### config.mk
export PLATFORM = sky130hd
export DESIGN_NAME = vram_arbiter
export DESIGN_NICKNAME = d
export VERILOG_FILES = /design/src/rtl/vram_arb_pkg.sv /design/src/rtl/vram_arb_rdpipe.sv /design/src/rtl/vram_arbiter.sv
export SDC_FILE = /design/constraint.sdc
export NUM_CORES = 1
export LEC_CHECK = 0
export ABC_CLOCK_PERIOD_IN_PS = 2300
export CORE_MARGIN = 5
export CORE_UTILIZATION = 35
export DETAILED_ROUTE_END_ITERATION = 6
export GPL_ROUTABILITY_DRIVEN = 1
export PLACE_DENSITY = 0.71
export SLEW_MARGIN = 20
export SYNTH_ARGS = -nofsm -noshare
export SYNTH_HDL_FRONTEND = slang
export SYNTH_HIERARCHICAL = 1
export SYNTH_SLANG_ARGS = --single-unit
### constraint.sdc
create_clock -name clock -period 2.3 [get_ports clock]
set_input_delay 0.46 -clock clock [delete_from_list [all_inputs] [get_ports clock]]
set_output_delay 0.46 -clock clock [all_outputs]
set_load 0.01 [all_outputs]
### src/rtl/vram_arb_pkg.sv
// Shared types for the character VRAM arbiter.
// Holds CPU FSM states, read-return owner tags and latency limits.
`timescale 1ns/1ps
package vram_arb_pkg;

  localparam int RAM_LAT_MIN = 1;
  localparam int RAM_LAT_MAX = 2;

  typedef enum logic [1:0] {
    C_IDLE,
    C_WAIT,
    C_FLIGHT,
    C_HOLD
  } cpu_state_t;

  typedef enum logic [1:0] {
    NONE,
    CPU,
    VID
  } owner_t;

  typedef struct packed {
    owner_t owner;
    logic   snow;
  } rd_tag_t;

  function automatic int clamp_lat(input int lat);
    if (lat > RAM_LAT_MAX) return RAM_LAT_MAX;
    if (lat < RAM_LAT_MIN) return RAM_LAT_MIN;
    return lat;
  endfunction

endpackage

### src/rtl/vram_arb_rdpipe.sv
// Owner/snow tag delay line, aligned with the RAM read data.
// Reset drops every in-flight tag so no stale completion escapes.
`timescale 1ns/1ps
module vram_arb_rdpipe
  import vram_arb_pkg::*;
#(
  parameter int LAT = 1
) (
  input  logic    clock,
  input  logic    reset_n,
  input  rd_tag_t tag_in,
  output rd_tag_t tag_out
);

  rd_tag_t pipe_q [LAT];

  always_ff @(posedge clock or negedge reset_n) begin
    if (!reset_n) begin
      for (int i = 0; i < LAT; i++) begin
        pipe_q[i] <= '{owner: NONE, snow: 1'b0};
      end
    end else begin
      pipe_q[0] <= tag_in;
      for (int i = 1; i < LAT; i++) begin
        pipe_q[i] <= pipe_q[i-1];
      end
    end
  end

  assign tag_out = pipe_q[LAT-1];

endmodule

### src/rtl/vram_arbiter.sv
// Z80 / video scan-out arbiter in front of a single-port VRAM.
// VRAM_SNOW_EN: CPU always wins and colliding fetches show snow.
`timescale 1ns/1ps
module vram_arbiter
  import vram_arb_pkg::*;
#(
  parameter int ADDR_W  = 10,
  parameter int DATA_W  = 8,
  parameter int RAM_LAT = 1
) (
  input  logic              clock,
  input  logic              reset_n,
  input  logic              cpu_req,
  input  logic              cpu_we,
  input  logic [ADDR_W-1:0] cpu_addr,
  input  logic [DATA_W-1:0] cpu_wdata,
  output logic [DATA_W-1:0] cpu_rdata,
  output logic              cpu_ack,
  output logic              cpu_wait_n,
  input  logic              vid_req,
  input  logic [ADDR_W-1:0] vid_addr,
  output logic [DATA_W-1:0] vid_rdata,
  output logic              vid_valid,
  output logic              vid_snow,
  output logic              vid_overrun,
  output logic [ADDR_W-1:0] ram_addr,
  output logic [DATA_W-1:0] ram_din,
  output logic              ram_we,
  input  logic [DATA_W-1:0] ram_q
);

  localparam int LAT = clamp_lat(RAM_LAT);

  cpu_state_t        state_q;
  cpu_state_t        state_d;
  logic              ack_d;
  logic              cpu_pend;
  logic              vid_want;
  logic              gnt_cpu;
  logic              gnt_vid;
  logic              cpu_done;
  logic              vid_done;
  logic              snow_wr;
  logic              vpend_q;
  logic [ADDR_W-1:0] vaddr_q;
  logic [ADDR_W-1:0] vid_a;
  logic [ADDR_W-1:0] addr_q;
  logic [DATA_W-1:0] din_q;
  logic [DATA_W-1:0] snow_q;
  rd_tag_t           tag_in;
  rd_tag_t           tag_out;

  assign cpu_pend = reset_n & cpu_req
                  & ((state_q == C_IDLE)
                  |  (state_q == C_WAIT));
  assign vid_want = reset_n & (vid_req | vpend_q);
  // A fresh fetch replaces whatever is pending
  assign vid_a = vid_req ? vid_addr : vaddr_q;

`ifdef VRAM_SNOW_EN
  assign gnt_cpu = cpu_pend;
  assign gnt_vid = vid_want;
  assign cpu_wait_n = !(cpu_req
                    & ((state_q == C_FLIGHT)
                    |  ((state_q != C_HOLD) & !cpu_we)));
`else
  logic lost_q;

  assign gnt_vid = vid_want & !(lost_q & cpu_pend);
  assign gnt_cpu = cpu_pend & !gnt_vid;
  assign cpu_wait_n = !(cpu_req & (state_q != C_HOLD));

  // CPU owns the slot right after it lost one
  always_ff @(posedge clock or negedge reset_n) begin
    if (!reset_n) lost_q <= 1'b0;
    else          lost_q <= cpu_pend & !gnt_cpu;
  end
`endif

  assign ram_we   = gnt_cpu & cpu_we;
  assign ram_addr = gnt_cpu ? cpu_addr
                  : gnt_vid ? vid_a
                  : addr_q;
  assign ram_din  = gnt_cpu ? cpu_wdata : din_q;

  always_comb begin
    tag_in = '{owner: NONE, snow: 1'b0};
    if (gnt_cpu && !cpu_we) tag_in.owner = CPU;
    else if (gnt_vid)       tag_in.owner = VID;
`ifdef VRAM_SNOW_EN
    tag_in.snow = gnt_cpu & gnt_vid;
`endif
  end

  vram_arb_rdpipe #(
    .LAT (LAT)
  ) u_rdpipe (
    .clock   (clock),
    .reset_n (reset_n),
    .tag_in  (tag_in),
    .tag_out (tag_out)
  );

  assign cpu_done = tag_out.owner == CPU;
  assign vid_done = (tag_out.owner == VID)
                  | (cpu_done & tag_out.snow);
  assign snow_wr  = (tag_out.owner == VID)
                  & tag_out.snow;

`ifdef VRAM_SNOW_EN
  logic [DATA_W-1:0] snow_d [LAT];

  // Written byte rides along so the beam shows it
  always_ff @(posedge clock or negedge reset_n) begin
    if (!reset_n) begin
      for (int i = 0; i < LAT; i++) snow_d[i] <= '0;
    end else begin
      snow_d[0] <= cpu_wdata;
      for (int i = 1; i < LAT; i++) snow_d[i] <= snow_d[i-1];
    end
  end

  assign snow_q = snow_d[LAT-1];
`else
  assign snow_q = ram_q;
`endif

  always_comb begin
    state_d = state_q;
    ack_d   = 1'b0;
    unique case (state_q)
      C_IDLE, C_WAIT: begin
        if (!cpu_req) begin
          state_d = C_IDLE;
        end else if (gnt_cpu) begin
          if (cpu_we) begin
            state_d = C_HOLD;
            ack_d   = 1'b1;
          end else begin
            state_d = C_FLIGHT;
          end
        end else begin
          state_d = C_WAIT;
        end
      end
      C_FLIGHT: begin
        if (cpu_done) begin
          state_d = C_HOLD;
          ack_d   = 1'b1;
        end
      end
      C_HOLD: begin
        if (!cpu_req) state_d = C_IDLE;
      end
    endcase
  end

  always_ff @(posedge clock or negedge reset_n) begin
    if (!reset_n) begin
      state_q     <= C_IDLE;
      cpu_ack     <= 1'b0;
      cpu_rdata   <= '0;
      vid_valid   <= 1'b0;
      vid_rdata   <= '0;
      vid_snow    <= 1'b0;
      vid_overrun <= 1'b0;
      vpend_q     <= 1'b0;
      vaddr_q     <= '0;
      addr_q      <= '0;
      din_q       <= '0;
    end else begin
      state_q     <= state_d;
      cpu_ack     <= ack_d;
      if (cpu_done) cpu_rdata <= ram_q;
      vid_valid   <= vid_done;
      vid_snow    <= vid_done & tag_out.snow;
      if (vid_done) begin
        vid_rdata <= snow_wr ? snow_q : ram_q;
      end
      vid_overrun <= vid_overrun | (vid_req & vpend_q);
      vpend_q     <= vid_want & !gnt_vid;
      if (vid_want && !gnt_vid) vaddr_q <= vid_a;
      addr_q      <= ram_addr;
      din_q       <= ram_din;
    end
  end

endmodule

; ---- After elaboration in Yosys (flattened, before gate mapping)
; Index checks and enable logic that the tools add are counted.
; Widths: inputs -> output; s select.
[totals]
wordCells = 61
regBits = 53
mem_count = 0
output_inout_bits = 40
ram_bits = 0
latchBits = 0
rom_bits = 0
inputBits = 41
[classes]
multipliers = 0
div = 0
n_addsub = 0
bitwise_logic = 14
n_reduce_logical = 10
magnitude_cmp = 0
n_eq_ne = 8
n_mux = 17
shifts = 0
[op_table]
columns = op, n
row1 = $mux 10, 3
row2 = $mux 2, 6
row3 = $and 1x1->1, 11
row4 = $mux 8, 1
row5 = $eq 2x2->1 const B, 3
row6 = $ne 2x2->1 const B, 3
row7 = $pmux 2 s3, 1
row8 = $logic_not 1->1, 5
row9 = $mux 1, 5
row10 = $eq 2x1->1 const B, 2
row11 = $or 1x1->1, 3
row12 = $logic_and 1x1->1, 2
row13 = $logic_not 2->1, 1
row14 = $pmux 1 s2, 1
row15 = $reduce_and 2->1, 1
row16 = $reduce_or 2->1, 1

; ---- Depth between registers and ports, before layout
[depth]
depth_word = 11
ltp_mapped = 5
ltp_nobuf = 3

; ---- By module
; Netlist, hierarchy kept.
[by_module_without_submodules]
columns = module, n_inst, cells_each, area_per_inst_um2, seq_area_each_um2
row1 = vram_arbiter, 1, 157, 2189.6, 1301.2
row2 = vram_arb_rdpipe, 1, 3, 75.1, 75.1

; ---- Worst setup path before layout
; No wires, ideal clock.
[synth_timing]
kind = in2out
from = input vid_req
to = output ram_addr[1]
path_stages = 5
t_arrival_ns = 1.455
n_path_buf = 2
required_time_ns = 1.840
slack_ns = 0.385
cell_sequence = buf_2 > o21ai_1 > clkbuf_1 > nor3_1 > a221o_1
[synth_via]
elab_chain_cells = 6
word_cells_on_any_way = 8
classes_between = 3 x mux / 4 x bitwise / 1 x reduce/logical
[synth_rtl]
columns = item, line_no
row1 = "start, declared", vram_arbiter.sv:20  ; input logic vid_req,
row2 = $or 1x1->1, vram_arbiter.sv:56  ; assign vid_want = reset_n & (vid_req | vpend_q);
row3 = $and 1x1->1, vram_arbiter.sv:56
row4 = $and 1x1->1, vram_arbiter.sv:69  ; assign gnt_vid = vid_want & !(lost_q & cpu_pend);
row5 = $logic_not 1->1, vram_arbiter.sv:70  ; assign gnt_cpu = cpu_pend & !gnt_vid;
row6 = $and 1x1->1, vram_arbiter.sv:70
row7 = $mux 10 *, vram_arbiter.sv:81  ; assign ram_addr = gnt_cpu ? cpu_addr
row8 = "end, declared", vram_arbiter.sv:26  ; output logic [ADDR_W-1:0] ram_addr,
; Every way passes the cells marked *; elsewhere a longest branch is shown, timed or not.

; ---- Worst setup path in the final report
[layout_timing]
from = register state_q[1]
to = output ram_addr[2]
[layout_via]
elab_chain_cells = 9
word_cells_on_any_way = 11
classes_between = 1 x eq/ne / 2 x mux / 5 x bitwise / 3 x reduce/logical
[layout_rtl]
columns = item, line_no
row1 = "start, declared", vram_arbiter.sv:34  ; cpu_state_t state_q;
row2 = "start signal, assigned", vram_arbiter.sv:172  ; state_q <= state_d;
row3 = $eq 2x1->1 / $logic_not 2->1 (equally long branches), "vram_arbiter.sv:55, vram_arbiter.sv:54"
row4 = $or 1x1->1 *, vram_arbiter.sv:55  ; | (state_q == C_WAIT));
row5 = $and 1x1->1 *, vram_arbiter.sv:54  ; & ((state_q == C_IDLE)
row6 = $and 1x1->1, vram_arbiter.sv:69
row7 = $logic_not 1->1, vram_arbiter.sv:69
row8 = $and 1x1->1, vram_arbiter.sv:69
row9 = $logic_not 1->1, vram_arbiter.sv:70
row10 = $and 1x1->1, vram_arbiter.sv:70
row11 = $mux 10 *, vram_arbiter.sv:81
; Marks and branches as above.

==> out/summary.txt <==
outcome = finished clean
GRT Residual Overflow = 0
Syn Area/Cell = 14.2 um2
Fmax achieved = 450 MHz
unrepaired setup endpoints after global routing = false
number of remaining DRC errors = 0
GR Util All Layers = 13.5%
Setup Skew = 0.00983 ns
simple-gate share of the synthesized area = 7.18%
P_sw = 0.884 mW
Post-Synth Adder-Cell Area = 0%
worst r2r src = state_q[1]
antenna violations before repair = 0
Clock Power Share = 19.0%
DP Wirelength = 4.02 mm
startpoint types = register
Rows = 29
area delta synth->final = 48.1%
WL final = 5.27 mm
Sw Ratio = 29.5%
mux cell area share after synthesis = 21.8%
combinational power share = 36.5%
Yosys Warn Count = 6
WL/cell = 15.6 um
Overall Power = 3.00 mW
Sink Count = 55
crit path DAT = 1.76 ns
first drt pass iteration count = 4
Routed Antenna Nets = 0
compound-gate portion of the synthesized area = 7.46%
synthesized instance count = 160
Fillers = 558
GPL Wtd Cong = 0.801
worst min path class = input port to async pin
n_diodes = 0
worst-case clock buffer depth = 2
Die Ht = 90.4 um
Num CTS Buffers = 5
synth unique cells = 32
largest family of logic cells by synthesized area = multiplexers
Die X = 90.4 um
via density per instance = 4.74
CTS tree = built
port bufs = 80
worst-margin pin slew = 0.573 ns
Final Max Tran Viols = 0
Root Driver = clkbuf_8
Pint = 2.11 mW
FF+latch count, synth = 55
Final period util = 96.6%
Power Density = 893 nW/um2
critical path required time = 1.84 ns
Placeable Area = 6310 um2
Worst Path Class, Setup = register to primary output
Synth Area in XOR/XNOR = 0%
Worst-path clk slew = 0.11 ns
Rel. slew slack = 61.8%
Synth Cell Area = 2260 um2
die area = 8180 um2
final hold vios = 0
nets = 301
later-pin clock latency in the skew report = 0.32 ns
setup TNS = 0 ns
# Max-Cap Violations = 0
first-pass GRT wire length = 9.00 mm
layout cells sized above 1 = 31.4%
Leak Pwr = 1.55 nW
worst setup path start = state_q[1]
DR iter-0 viols = 40
Max H-tree Level = 2
number of global-route vias before repair = 1,746
largest net degree at the start of global routing = 21
sequential fraction of the synthesis area = 60.8%
final setup violation count = 0
Setup crit end kind = primary output
vias post-DR = 1,601
Critical Path Fanout Max = 10
Peak supply drop = 0.000424 V
Worst R2R Setup Slack = 0.73 ns
IO Pins = 81
R2R depth = 5
fin crit period = 2.22 ns
Flop pwr share = 44.5%
initial core utilization = 35.9%
Net Count, Synth = 201
RR Endpoint = vaddr_q[3]
-- how the worst max path moves through the flow --
stage	end	slack (ns)	depth (start not counted)
2_1_floorplan	ram_addr[1]	0.39	5
3_5_place_dp	ram_din[2]	-0.53	5
6_report	ram_addr[2]	0.08	5
3_3_place_gp	ram_addr[0]	-0.48	6
5_1_grt	ram_addr[7]	0.007	5
4_1_cts	ram_din[2]	-0.14	4
-- cell usage after synthesis, drive strengths merged --
library cell / instances / share of area, %
nand3b: 1 / 0.33
clkbuf: 2 / 0.33
and2: 1 / 0.39
a32oi: 1 / 0.39
o21bai: 1 / 0.33
nand2: 3 / 0.61
nor3: 11 / 2.4
o22ai: 1 / 0.28
mux2i: 11 / 4.9
nor2: 3 / 0.50
a221o: 10 / 4.4
dfrtp: 55 / 61
and3: 1 / 0.28
nand3: 1 / 0.44
o21ai: 3 / 0.66
nand2b: 1 / 0.28
inv: 3 / 0.50
and3b: 2 / 0.77
a21oi: 2 / 0.61
buf: 6 / 1.8
conb: 1 / 0.17
nor3b: 1 / 0.33
mux2: 34 / 17
nor2b: 3 / 0.83
a21o: 1 / 0.33
a21bo: 1 / 0.44
-- flip-flops by register name (all words and copies together), names as in the netlist --
signal / cells
vaddr_q: 10
cpu_rdata: 8
vid_valid: 1
vid_overrun: 1
vid_rdata: 8
state_q: 2
addr_q: 10
vid_snow: 1
u_rdpipe/tag_out: 3
lost_q: 1
vpend_q: 1
cpu_ack: 1
din_q: 8
-- worst max-delay path, stage by stage (launching register included) --
cell and delay [ns]:
dfrtp_1 0.39, and3b_2 0.23, buf_4 0.14, and2_4 0.17, a221o_1 0.38, clkbuf_2 0.14
-- what timing repair did --
item                                    in CTS  in global routing
gates resized for setup                     29                 28
buffers inserted                             1                  3
endpoints found under the setup margin      19                 11
hold buffers                                 0                  0
pin swaps                                    2                  3
-- per-layer routing --
metal  vias up  global-route usage, %  part of all wire [%]
met1       785                   17.2                    42
met2        31                   22.6                    53
met5         -                      0                     0
li1        779                      -                     -
met3         6                   2.92                   3.5
met4         0                   4.47                   1.5
-- area by class of cell --
class	instances	area (um2)	area share (%)
Tap cell	77	96.3	2.87
Multi-Input combinational cell	94	855	25.5
Clock inverter	3	27.5	0.821
Timing Repair Buffer	101	920	27.4
Sequential cell	55	1380	41.0
Inverter	3	11.3	0.336
Clock buffer	5	68.8	2.05
-- stage by stage --
| step | util (%) | instance area, um2 | setup slack (ns) | instances | hold slack, ns |
|---|---|---|---|---|---|
| floorplan | - | 2260 | 0.385 | 160 | 0.164 |
| global placement | 51.4 | 3250 | -0.477 | 326 | 0.449 |
| detailed placement | 51.4 | 3250 | -0.529 | 326 | 0.451 |
| CTS | 53.1 | 3350 | -0.136 | 335 | 0.138 |
| global route | 53.1 | 3350 | 0.00666 | 338 | 0.157 |
| finish | 53.1 | 3350 | 0.0778 | 338 | 0.142 |
-- power groups by stage --
stage	Combinational (mW)	Sequential, mW	Clock [mW]
finish	1.09	1.33	0.568
detailed placement	1.16	1.35	0
floorplan	0.443	1.39	0
global placement	1.15	1.35	0
CTS	1.09	1.34	0.587
global route	1.19	1.36	0.631
-- logic make-up (layout without fill, tap and decap cells) --
| family | count (synthesis) | count (layout) |
|---|---|---|
| flip-flops | 55 | 55 |
| AND/OR/NAND/NOR | 28 | 28 |
| buffers and inverters | 11 | 112 |
| AO/OA/AOI/OAI | 20 | 20 |
| multiplexers | 45 | 45 |
| other | 1 | 1 |
-- cell usage in the layout, fill, tap and decap left out, types with 2 or more instances in the layout --
cell type        netlist  final
nor2_1                 3      3
buf_4                  0     20
clkdlybuf4s50_1        0     58
nor3_1                11     11
nor2b_1                3      3
clkdlybuf4s15_1        0      7
inv_1                  3      3
nand2_1                2      2
a221o_1               10     10
clkbuf_2               0     10
dfrtp_1               55     55
mux2_2                33     33
o21ai_0                2      2
clkbuf_8               0      5
mux2i_1               11     11
clkdlybuf4s15_2        0      2
Power figures use the tool's default switching activity.
